--- config.mk ---
export PLATFORM = sky130hd
export DESIGN_NAME = param_stage_chain
export DESIGN_NICKNAME = d
export VERILOG_FILES = /design/src/rtl/param_stage_chain.sv
export SDC_FILE = /design/constraint.sdc
export NUM_CORES = 1
export LEC_CHECK = 0
export CELL_PAD_IN_SITES_DETAIL_PLACEMENT = 0
export CELL_PAD_IN_SITES_GLOBAL_PLACEMENT = 2
export CORE_ASPECT_RATIO = 1.2
export CORE_MARGIN = 10
export CORE_UTILIZATION = 32
export DETAILED_ROUTE_END_ITERATION = 6
export GPL_ROUTABILITY_DRIVEN = 0
export PLACE_DENSITY_LB_ADDON = 0.1
export SETUP_SLACK_MARGIN = 0.15
export SYNTH_ARGS = -nofsm -noshare
export SYNTH_HDL_FRONTEND = slang
export SYNTH_SLANG_ARGS = --single-unit
--- constraint.sdc ---
create_clock -name clk -period 2.3 [get_ports clk]
set_input_delay 0.46 -clock clk [delete_from_list [all_inputs] [get_ports clk]]
set_output_delay 0.46 -clock clk [all_outputs]
set_load 0.03 [all_outputs]
--- src/rtl/param_stage_chain.sv ---
`default_nettype none
// ============================================================================
// Module   : param_stage_chain
// Purpose  : Chain of STAGES data stages between a valid/ready producer and
//            consumer. Each stage is a combinational passthrough or a
//            registered 2-entry elastic buffer, selected by REG_MASK.
// Revision : 1.0 - initial release
// ----------------------------------------------------------------------------
// Ports:
//   clk        rising-edge clock
//   rst        asynchronous active-high reset
//   flush      synchronous clear of every registered stage
//   in_valid   upstream beat valid
//   in_data    upstream beat (WIDTH bits)
//   in_ready   chain accepts a beat this cycle
//   out_valid  downstream beat valid
//   out_data   downstream beat (WIDTH bits)
//   out_ready  downstream accepts a beat this cycle
//   occupancy  beats held across all registered stages (OCC_W bits)
// ============================================================================
module param_stage_chain #(
    parameter int                WIDTH    = 8,
    parameter int                STAGES   = 2,
    parameter logic [STAGES-1:0] REG_MASK = 2'b01,
    parameter int                OCC_W    = $clog2(2*STAGES+1)
) (
    input  logic             clk,
    input  logic             rst,
    input  logic             flush,
    input  logic             in_valid,
    input  logic [WIDTH-1:0] in_data,
    output logic             in_ready,
    output logic             out_valid,
    output logic [WIDTH-1:0] out_data,
    input  logic             out_ready,
    output logic [OCC_W-1:0] occupancy
);

    // Per-stage state. Passthrough stages keep their count at 0 forever and
    // never write storage, so their state folds away.
    logic [STAGES-1:0][1:0]       r_cnt;
    logic [STAGES-1:0]            r_wp;
    logic [STAGES-1:0]            r_rp;
    logic [WIDTH-1:0]             r_mem [STAGES][2];
    logic [OCC_W-1:0]             r_occ;

    // Per-stage interface as seen by each stage
    logic [STAGES-1:0]            w_in_valid;
    logic [STAGES-1:0][WIDTH-1:0] w_in_data;
    logic [STAGES-1:0]            w_out_ready;
    logic [STAGES-1:0]            w_push;
    logic [STAGES-1:0]            w_pop;
    logic [STAGES-1:0][1:0]       w_cnt_nxt;
    logic [OCC_W-1:0]             w_occ_nxt;

    // Running values while walking the chain
    logic                         w_v;
    logic [WIDTH-1:0]             w_d;
    logic                         w_r;

    always_comb begin
        w_in_valid  = '0;
        w_in_data   = '0;
        w_out_ready = '0;
        w_push      = '0;
        w_pop       = '0;
        w_cnt_nxt   = '0;
        w_occ_nxt   = '0;

        // Forward walk: valid/data come only from registered heads or the
        // upstream port, so a passthrough stage just forwards what it sees.
        w_v = in_valid;
        w_d = in_data;
        for (int i = 0; i < STAGES; i++) begin
            w_in_valid[i] = w_v;
            w_in_data[i]  = w_d;
            if (REG_MASK[i]) begin
                w_v = (r_cnt[i] != 2'd0);
                // Empty registered stage drives zeros instead of stale storage
                w_d = w_v ? r_mem[i][r_rp[i]] : '0;
            end
        end

        // Backward walk: a registered stage breaks the ready path; its
        // in_ready depends only on its own count register.
        w_r = out_ready;
        for (int i = STAGES - 1; i >= 0; i--) begin
            w_out_ready[i] = w_r;
            if (REG_MASK[i]) begin
                w_r = (r_cnt[i] != 2'd2);
            end
        end

        // Count update; a push and a pop on the same edge cancel out
        for (int i = 0; i < STAGES; i++) begin
            w_push[i]    = REG_MASK[i] & w_in_valid[i] & (r_cnt[i] != 2'd2) & ~flush;
            w_pop[i]     = REG_MASK[i] & (r_cnt[i] != 2'd0) & w_out_ready[i];
            w_cnt_nxt[i] = r_cnt[i];
            if (flush) begin
                w_cnt_nxt[i] = 2'd0;
            end else if (w_push[i] && !w_pop[i]) begin
                w_cnt_nxt[i] = r_cnt[i] + 2'd1;
            end else if (!w_push[i] && w_pop[i]) begin
                w_cnt_nxt[i] = r_cnt[i] - 2'd1;
            end
            w_occ_nxt = w_occ_nxt + OCC_W'(w_cnt_nxt[i]);
        end
    end

    // Flush masks the upstream handshake even when stage 0 is a passthrough
    assign in_ready  = w_r & ~flush;
    assign out_valid = w_v;
    assign out_data  = w_d;
    assign occupancy = r_occ;

    always_ff @(posedge clk or posedge rst) begin
        if (rst) begin
            r_cnt <= '0;
            r_wp  <= '0;
            r_rp  <= '0;
            r_occ <= '0;
        end else begin
            r_cnt <= w_cnt_nxt;
            r_occ <= w_occ_nxt;
            for (int i = 0; i < STAGES; i++) begin
                if (flush) begin
                    // Realign pointers so the emptied stage restarts cleanly
                    r_wp[i] <= 1'b0;
                    r_rp[i] <= 1'b0;
                end else begin
                    if (w_push[i]) r_wp[i] <= ~r_wp[i];
                    if (w_pop[i])  r_rp[i] <= ~r_rp[i];
                end
            end
        end
    end

    // Storage needs no reset: an empty stage never exposes its contents
    always_ff @(posedge clk) begin
        for (int i = 0; i < STAGES; i++) begin
            if (w_push[i]) begin
                r_mem[i][r_wp[i]] <= w_in_data[i];
            end
        end
    end

endmodule
`default_nettype wire

# Word level (Yosys, flattened, before mapping)
# Memory sizes are Yosys's and may differ from the RTL's.
# Cells that the tools add are included.
# W data, S select, Z words.
# word_totals
out_inout_bits	13
regBits	9
mem_bits_rw	32
n_memories	1
inputBits	13
# classes
order_cmp	3
n_reduce_logical	8
n_mux	16
addsub	3
eq_ne	1
n_bitwise	9
# mem_list
name	words	width	rd	rd_ports_with_merged_regs	write_ports	line	rtl
r_mem	2	16	1	0	1	44	logic [WIDTH-1:0] r_mem [STAGES][2];
# ops
op	count
$mux W8	5
$mux W16	1
$demux W8 S1	1
$mux W2	4
$reduce_bool A2 Y1	3
$mux W1	5
$and A1 B1 Y1	4
$ge A2 B2 Y1 const B	2
$not A1 Y2	2
$add A2 B2 Y3	1
$logic_and A1 B1 Y1	3
$not A1 Y1	3
$add A2 B1 Y2 const B	1
$logic_not A1 Y1	2
$lt A2 B1 Y1 const B	1
$ne A2 B2 Y1 const B	1
$sub A2 B1 Y2 const B	1

# Depth between registers and ports, before layout
# Gate-level depths: netlist of the first run.
# logic_depth
ltp_word	9
depth_mapped	10
depth_no_buf	9

# Least setup slack after synthesis of the first run
# No wires, ideal clock.
# synth_timing
path_type	flip-flop to flip-flop
start	register r_cnt[0] (netlist name)
end	register r_occ[1], in the netlist occupancy[1]
arrival_time_ps	1994
required_ps	2236
synth_period_minus_slack_ps	2058
path_slack_ps	242
stages_incl_launch_ff	11
cell_sequence	dfrtp_1 inv_1 ha_1 nand2b_4 buf_6 xnor2_1 mux2_2 ha_1 inv_1 fa_1 inv_1
# synth_rtl
item	line	rtl
start: declaration	41	logic [STAGES-1:0][1:0] r_cnt;
start signal: assignment	123	r_cnt <= w_cnt_nxt;
end signal: assignment	124	r_occ <= w_occ_nxt;
end: declaration	45	logic [OCC_W-1:0] r_occ;

==> metrics.yaml, run 1 <==
run_status:
  status: "completed"
critical_path:
  reg2reg_slack_ns: 0.26
  start_kind: "input port"
  crit_arrival_ns: 2.26
  cp.required_ns: 2.51
  worst-path-max-fanout: 2
  critPathKind: "input port to flip-flop"
  endpoint_kind: "flip-flop"
clock_tree:
  cts.clk_slew.worst_paths_ns: 0.08
  htreeDepth: 1
  clockRootBuffer: "clkbuf_8"
  numCtsBuffers: 3
  cts.path.max_buffers: 2
  cts_sinks: 25
  cts_setup_buffers: 0
  cts_resized: 9
  clk_latency_ns: 0.26
  cts_tree: "built"
  cts-hold-fix-buffers: 0
sta:
  skew_ns: 0.00481
  fin_crit_ns: 2.05
  tns_ns: 0
  max_freq_mhz: 487
  min_period_over_period_pct: 89.2
  worst-slew-pin-transition_ns: 0.364
  setup_viol: 0
  slew_headroom_pct: 75.7
  rsz0062_at_grt: "no"
  hold_viol: 0
  final_max_slew_viol_count: 0
grt:
  grt_max_degree: 14
  grt.total_usage_pct: 7.04
  grt-ovfl-total: 0
  antenna_found_initial: 0
  grt_first_pass_wirelength_um: 3310
  grt_pass1_vias: 704
floorplanning:
  die_w_um: 72.9
  io_pins: 26
  rows: 23
  die_h_um: 83.5
  core_mm2: 0.00328
  initial_core_util_pct: 32.8
  die_area_mm2: 0.00609
placed_design:
  postPlaceCellArea_mm2: 0.00143
  dp_cells: 144
  port_buffers: 25
  post-dp-hpwl_um: 1640
pwr:
  powerDensity_mw_per_mm2: 1110
  power_leakage_uw: 0.000622
  p_total_uw: 1600
  irDropWorstVdd_v: 0.000506
synth:
  yosysSeqAreaShare_pct: 65.7
  yosysTopAreaCell: "edfxtp_1"
  synth_edf_count: 16
  synthFlopType: "edfxtp_1"
  synth.net_count: 93
  yosysTopAreaCellShare_pct: 44.7
  ys_warn_count: 0
  synth_cell_types: 22
  netlist_area_mm2: 0.00107
  syn_avg_cell_area_um2: 14.1
  synthTopCellsByCount: "16 x edfxtp_1, 12 x nor2_1, 9 x dfrtp_1, 9 x mux2i_1, 8 x inv_1"
  synthCells: 76
  ys_ff_latch: 25
  synth.most_common_cell: "edfxtp_1"
  synthTopCellsByArea: "edfxtp_1 45%, dfrtp_1 21%, mux2i_1 8.4%"
  ys_async_sr_fraction_pct: 36.0
drt:
  final_antenna_net_count: 0
  vias_per_cell: 4.28
  drc: 0
  drtIter0Drc: 18
  wl_per_cell_um: 13.3
  routed_wl_um: 1970
  drt-pass1-iter-count: 2
  vias: 634
cells_and_area:
  fin_cells: 148
  fill_cells: 325
  final_area_mm2: 0.00144
  area_growth_pct: 34.3
  nets: 129
  antenna_cells: 0
  drive_gt1_share_pct: 20.7
hold_path:
  hold_class: "input port to asynchronous set/reset pin"
job:
  drv_cap: 0
## power by group
part | switching, uW | internal, uW
Sequential | 33.7 | 548
Combinational | 444 | 328
Clock | 121 | 123
Total | 599 | 1000
## registers in the layout, indices dropped and copies added, names as in the netlist
name / flops
occupancy: 3
r_cnt: 4
r_mem: 16
r_rp: 1
r_wp: 1
## per-stage QoR
stage	hold WS, ns	util (%)	worst slack (ns)
2_1_floorplan	0.288	-	0.242
3_3_place_gp	0.494	43.6	-0.0326
3_5_place_dp	0.528	43.6	-0.0450
4_1_cts	0.470	44.7	0.206
5_1_grt	0.519	44.0	0.156
6_report	0.459	44.0	0.248
## final timing paths
path | startpoint | endpoint | depth (start not counted)
min reg2reg | r_cnt[3]$_DFF_PP0_ | r_cnt[3]$_DFF_PP0_ | 2
max | in_valid | occupancy[1]$_DFF_PP0_ | 8
min | rst | r_cnt[3]$_DFF_PP0_ | 2
max in group asynchronous | rst | r_rp[0]$_DFFE_PP0P_ | 2
min in group clk | r_cnt[3]$_DFF_PP0_ | r_cnt[3]$_DFF_PP0_ | 2
max reg2reg | r_cnt[0]$_DFF_PP0_ | occupancy[1]$_DFF_PP0_ | 9
## worst max-delay path: stages
cell             delay, ns
clkdlybuf4s50_1       0.50
nand2b_4              0.06
xnor2_1               0.15
mux2_2                0.37
ha_1                  0.19
inv_1                 0.06
fa_1                  0.41
inv_1                 0.06
## placed cells by master (no fill, tap or decap), drive strengths merged
cell type and n:
xnor2 2, fa 1, nor2 12, nor3 1
clkdlybuf4s50 15, dfrtp 9, clkbuf 10, a22oi 1
a22o 1, inv 8, dlygate4sd2 2, buf 11
clkdlybuf4s15 1, nor3b 1, edfxtp 16, nand2b 2
xor2 1, mux2i 9, ha 3, nor2b 2
and2b 1, mux2 2
## kinds of logic (layout without fill, tap and decap cells)
| family | count (synthesis) | after routing | synth area share [%] |
|---|---|---|---|
| muxes | 11 | 11 | 10.8 |
| DFF | 25 | 25 | 65.7 |
| and+or+nand+nor | 19 | 19 | 9.08 |
| AOI/OAI and AO/OA | 2 | 2 | 1.51 |
| buffers and inverters | 12 | 47 | 5.12 |
| adders and majority gates | 4 | 4 | 5.36 |
| xor gates and xnor gates | 3 | 3 | 2.45 |
## per-layer routing
metal	up-vias	GRT usage [%]	wire, um
met5	-	0	0
met4	0	3.63	18
met3	2	2.98	178
met2	13	12.6	1090
met1	297	6.37	684
li1	322	-	-
## area by class of cell
| type | count | area [um2] | area share (%) |
|---|---|---|---|
| Timing Repair Buffer | 35 | 303 | 21.0 |
| Sequential cell | 25 | 706 | 48.9 |
| Multi-Input combinational cell | 39 | 314 | 21.8 |
| Tap cell | 37 | 46.3 | 3.21 |
| Inverter | 8 | 30.0 | 2.08 |
| Clock buffer | 4 | 45.0 | 3.12 |
No activity file was read; power rests on OpenSTA's default activity.
==> run 2: changes to the inputs <==
Settings changed: CORE_UTILIZATION 32 to 33, CTS_BUF_LIST set to sky130_fd_sc_hd__clkbuf_4.
==> metrics.yaml, run 2 (synthesis results as in run 1) <==
sta:
  whs_ns: 0.402  # -0.0569 ns
  fin_ws_ns: 0.282  # +0.0349 ns
  max_freq_mhz: 496  # +1.7%
  fin_crit_ns: 2.02  # -0.0349 ns
  setup_viol: 0  # unchanged
  slew_headroom_pct: 75.3  # -0.45 points
  rsz0062_at_grt: "no"
  min_period_over_period_pct: 87.7  # -1.5 points
  hold_viol: 0  # unchanged
  skew_ns: 0.00251  # -0.00231 ns
  worst-slew-pin-transition_ns: 0.370  # +0.00674 ns
  final_max_slew_viol_count: 0  # unchanged
critical_path:
  reg2reg_slack_ns: 0.28  # +0.02 ns
  critPathKind: "flip-flop to flip-flop"
  start_kind: "flip-flop"
  critPathLaunch: "r_cnt[0]$_DFF_PP0_"
  cp.required_ns: 2.57  # +0.06 ns
  crit_arrival_ns: 2.28  # +0.02 ns
  critPathCapture: "occupancy[1]$_DFF_PP0_"
  r2r_start: "r_cnt[0]$_DFF_PP0_"
  r2r_cells: 9  # unchanged
  endpoint_kind: "flip-flop"
  r2r_end: "occupancy[1]$_DFF_PP0_"
  worst-path-max-fanout: 3  # +1
floorplanning:
  core_mm2: 0.00308  # -6.0%
  io_pins: 26  # unchanged
  rows: 22  # -4.3%
  initial_core_util_pct: 34.9  # +2.1 points
  die_area_mm2: 0.00595  # -2.3%
  die_w_um: 72.1  # -1.1%
  die_h_um: 82.5  # -1.2%
drt:
  vias: 656  # +3.5%
  top_layer_used: "met4"
  final_antenna_net_count: 0  # unchanged
  wl_met1_um: 760  # +11%
  vias_per_cell: 4.52  # +5.6%
  wl_per_cell_um: 13.6  # +2.1%
  route.met2.wl_um: 1040  # -4.0%
  drc: 0  # unchanged
  drtIter0Drc: 30  # +12
  routed_wl_um: 1970  # unchanged
  drt-pass1-iter-count: 4  # +2
  met3_length_um: 145  # -19%
grt:
  grt-ovfl-total: 0  # unchanged
  grt_max_degree: 16  # +2
  antenna_found_initial: 0  # unchanged
  grt_pass1_vias: 706  # +0.28%
  grt_first_pass_wirelength_um: 3380  # +2.1%
  grt.total_usage_pct: 7.26  # +0.22 points
clock_tree:
  cts-hold-fix-buffers: 0  # unchanged
  clk_latency_ns: 0.31  # +0.05 ns
  cts_tree: "built"
  cts.clk_slew.worst_paths_ns: 0.14  # +0.06 ns
  cts_sinks: 25  # unchanged
  clockRootBuffer: "clkbuf_4"
  htreeDepth: 1  # unchanged
  numCtsBuffers: 3  # unchanged
  cts_setup_buffers: 0  # unchanged
  cts.path.max_buffers: 2  # unchanged
pwr:
  irDropWorstVdd_v: 0.000547  # +7.9%
  p_total_uw: 1560  # -2.6%
  power_leakage_uw: 0.000604  # -2.8%
  powerDensity_mw_per_mm2: 1100  # -0.45%
hold_path:
  hold_class: "input port to asynchronous set/reset pin"
cells_and_area:
  final_common_cell: "edfxtp_1"
  antenna_cells: 0  # unchanged
  multi_input_area_um2: 327  # +4.0%
  final_cell_mix: "16 x edfxtp_1, 15 x clkdlybuf4s50_1, 12 x nor2_1"
  regArea_um2: 706  # unchanged
  finish.utilization_pct: 45.8  # +1.8 points
  nets: 127  # -1.6%
  area_growth_pct: 31.4
  largest_register_ffs: 16  # unchanged
  fill_cells: 307  # -5.5%
  drive_gt1_share_pct: 25.7  # +5.0 points
placed_design:
  port_buffers: 25  # unchanged
  dp_slack_ns: -0.0338  # +0.0112 ns
  post-dp-hpwl_um: 1560  # -4.9%
job:
  drv_cap: 0  # unchanged
run_status:
  status: "completed"
## run 2: cell types whose count changed in the layout (fill, tap and decap cells not counted), sizes merged
cell           previous run  this run
clkinvlp                  0         1
clkdlybuf4s15             1         0
buf                      11         9
clkbuf                   10        12
dlygate4sd2               2         0
## run 2: worst min-delay path by stage
stage / start / to / slack [ns]
6_report: rst / occupancy[2]$_DFF_PP0_ / 0.40
3_5_place_dp: r_cnt[3]$_DFF_PP0_ / r_cnt[3]$_DFF_PP0_ / 0.50
2_1_floorplan: rst / occupancy[0]$_DFF_PP0_ / 0.29
3_3_place_gp: r_cnt[3]$_DFF_PP0_ / r_cnt[3]$_DFF_PP0_ / 0.50
4_1_cts: rst / occupancy[2]$_DFF_PP0_ / 0.41
5_1_grt: rst / occupancy[2]$_DFF_PP0_ / 0.40
## run 2: stage by stage
step	TNS (ns)	instances	cell area [um2]
floorplan	0	76	1070
global placement	-0.0246	141	1420
detailed placement	-0.0338	141	1420
CTS	0	145	1430
global route	0	145	1410
finish	0	145	1410
## run 2: routing by layer
metal  vias up  track usage (%)
met2        19             12.7
met3         4             2.86
met1       315             7.46
met5         -                0
met4         0             3.49
li1        318                -
## run 2: power by group
| part | total, uW | leakage (uW) | switching, uW | internal, uW |
|---|---|---|---|---|
| sequential | 575 | 0.000268 | 27.9 | 548 |
| combinational | 786 | 0.000322 | 467 | 320 |
| clock | 195 | 0.0000139 | 129 | 66.3 |
| total | 1560 | 0.000604 | 623 | 933 |
## run 2: what timing repair did
| item | CTS | global route |
|---|---|---|
| gates cloned | 0 | 0 |
| gates resized for setup | 9 | 21 |
| endpoints found under the setup margin | 9 | 10 |
## run 2: layout make-up
class	instances	area share, %
repair buffers	33	19.5
clock buffers	3	1.59
flip-flops and latches	25	50.0
inverters	8	2.13
clock inverters	1	0.531
well taps	36	3.19
multi-input cells	39	23.1
## run 2: worst max-delay path, stage by stage (launching register included)
cell and delay [ns]:
dfrtp_1 0.40, inv_2 0.09, ha_1 0.17, nand2b_4 0.14, xnor2_2 0.10, mux2_2 0.36, ha_1 0.20, inv_1 0.06
fa_1 0.40, inv_1 0.06
==> patch, RTL diff (settings of run 1) <==
Change the parameter `WIDTH` from 8 to 10.
--- a/src/rtl/param_stage_chain.sv
+++ b/src/rtl/param_stage_chain.sv
@@ -19,7 +19,7 @@
 //   occupancy  beats held across all registered stages (OCC_W bits)
 // ============================================================================
 module param_stage_chain #(
-    parameter int                WIDTH    = 8,
+    parameter int                WIDTH    = 10,
     parameter int                STAGES   = 2,
     parameter logic [STAGES-1:0] REG_MASK = 2'b01,
     parameter int                OCC_W    = $clog2(2*STAGES+1)
Interface: changed (resized in_data and out_data); port bits go from 26 to 30. The function was not compared with the original's and may differ.
==> patch against run 1 <==
Cell area increased by 18%. Clock power up 57%. Synthesized area grew 14%. Combinational power is 15% higher. Count of clock-buffer cells in the layout rose by 1. Sequential cell count grew 4. Non-clock buffer count grew 5. Clock skew is 0.87 ps higher. Setup slack got worse by 45 ps. Routed wire length rose by 26%. Power grew 24%. First-iteration DRC count grew 11%. Largest power group unchanged.
==> patch: results (changes against run 1) <==
Setup path
  • Worst Setup SP: in_valid (unchanged)
  • Worst r2r src: r_cnt[0] (unchanged)
  • Reg2Reg Depth: 9 (unchanged)
  • Worst R2R End: occupancy[1] (unchanged)
  • Critical-path maximum fanout: 3 (was 2)
  • Reg2reg setup slack: 270 ps
  • Worst Path Arrival: 2320 ps (was 2260 ps)

GRT
  • Vias in the first global route: 837 (was 704)
  • First-pass GRT wire length: 4.071 mm (was 3.312 mm)
  • Largest net degree at the start of global routing: 12 (was 14)
  • Initial antenna violation count: 0 (unchanged)
  • Total track usage: 0.08090 (was 0.07039)

Clock network
  • Htree depth: 2 (was 1)
  • Clock tree buffer depth: 2 (unchanged)
  • Worst-path clk slew: 60 ps (was 80 ps)
  • Worst-Skew Late Latency: 280 ps (was 260 ps)
  • Num CTS Buffers: 5 (was 3)

Pwr
  • Leakage: 0.7122 nW (was 0.6215 nW)
  • IR drop worst, VDD: 0.4896 mV (was 0.5063 mV)

Yosys
  • Number of unique standard cell types used by synthesis: 18 (was 22)
  • Sequential share of the synthesized area: 0.6762 (was 0.6566)
  • Post-synth EDFFs: 20 (was 16)
  • YS warnings: 0 (unchanged)
  • Syn nets: 103 (was 93)
  • Ys async rst share: 0.3103 (was 0.3600)
  • Synth area leaders: edfxtp_1, dfrtp_1, mux2i_1 (unchanged)
  • Synth top cells by count: edfxtp_1, nor2_1, mux2i_1 (was edfxtp_1, nor2_1, dfrtp_1, mux2i_1, inv_1)

Final layout
  • Max FFs per register: 20 (was 16)
  • Final Net Count: 147 (was 129)
  • Fillers: 369 (was 325)
  • Ant diodes: 0 (unchanged)
  • Share of cells above drive strength 1: 0.2946 (was 0.2072)

Placed design
  • Post-DP HPWL: 1.836 mm (was 1.641 mm)
  • PortBufs: 29 (was 25)
  • Pre-CTS setup slack: -123.6 ps (was -45.02 ps)

Routing
  • Total iterations of the first detailed-routing run: 4 (was 2)
  • DRT iter0 DRCs: 20 (was 18)
  • Drc violations: 0 (unchanged)
  • Post-DR wirelength/cell: 13.65 um (was 13.29 um)
  • Via-per-instance ratio: 4.249 (was 4.284)

Timing
  • Worst Clk Skew: 5.682 ps (was 4.811 ps)
  • Worst slew pin tran: 360.8 ps (was 363.8 ps)
  • Achievable Freq: 476.7 MHz (was 487.2 MHz)

Status
  • Outcome: completed (unchanged)
-- patch: cell types whose count changed after synthesis, moves of 2 or more --
cell      change
nor2_1        +2
mux2i_1       +2
buf_2         -2
edfxtp_1      +4
-- patch: repair_timing --
action | in CTS | in global routing
endpoints found under the setup margin | 11 | 11
buffers inserted | 0 | 3
gates resized for setup | 12 | 25
-- patch: area by class of cell --
type	count	area (sq um)	share of cell area
clock buffer	5	68.82	0.04023
clock inverter	3	12.51	0.007315
inverter	8	30.03	0.01756
multi-input combinational	44	375.4	0.2195
sequential	29	827.0	0.4835
tap	52	65.06	0.03804
timing repair buffer	40	331.6	0.1939
-- patch: layer usage --
metal,vias up,track usage,routed length (um)
met5,-,0,0
met4,0,0.04061,48
met3,6,0.04303,143
met2,19,0.1393,1303
met1,374,0.07884,974
li1,370,-,-
-- patch: where the power goes --
part           total (W)  internal, W  switching (W)  leakage (nW)
registers       0.000700     0.000637      0.0000624         0.303
clock network   0.000385     0.000203       0.000183        0.0430
logic           0.000891     0.000374       0.000517         0.366
-- patch: cells by family after synthesis --
group           after synthesis  synth area share
simple gates                 22           0.09016
flops                        29            0.6762
mux                          13            0.1148
xor+xnor                      3           0.02152
buf+inv                      11           0.03689
compound gates                2           0.01332
fa+ha+maj                     4           0.04714
-- patch: worst max-delay path, cell delays in order --
cell             delay, ps
clkdlybuf4s50_1        480
nor2b_4                200
xnor2_2                130
mux2_4                 330
ha_1                   190
inv_1                   60
fa_1                   400
inv_1                   60
-- patch: how the worst max path moves through the flow --
| stage | endpoint | slack [ps] | cells past startpoint |
|---|---|---|---|
| final | occupancy[1] | 200 | 8 |
| after global routing | occupancy[1] | 140 | 8 |
| after CTS | out_data[1] | 170 | 5 |
| after detailed placement | occupancy[1] | -120 | 8 |
| after global placement | occupancy[1] | -100 | 8 |
| after floorplan | r_mem[0][0] | 260 | 4 |
-- patch: per-stage QoR --
| stage | std cells | cell area [sq um] | hold slack (ps) | power [W] | utilization |
|---|---|---|---|---|---|
| floorplan | 84 | 1221 | 287.9 | 0.001263 | - |
| global placement | 170 | 1637 | 494.0 | 0.001643 | 0.4467 |
| detailed placement | 170 | 1637 | 494.4 | 0.001653 | 0.4467 |
| CTS | 178 | 1705 | 464.3 | 0.001968 | 0.4655 |
| global route | 181 | 1710 | 478.1 | 0.002107 | 0.4669 |
| finish | 181 | 1710 | 447.2 | 0.001976 | 0.4669 |
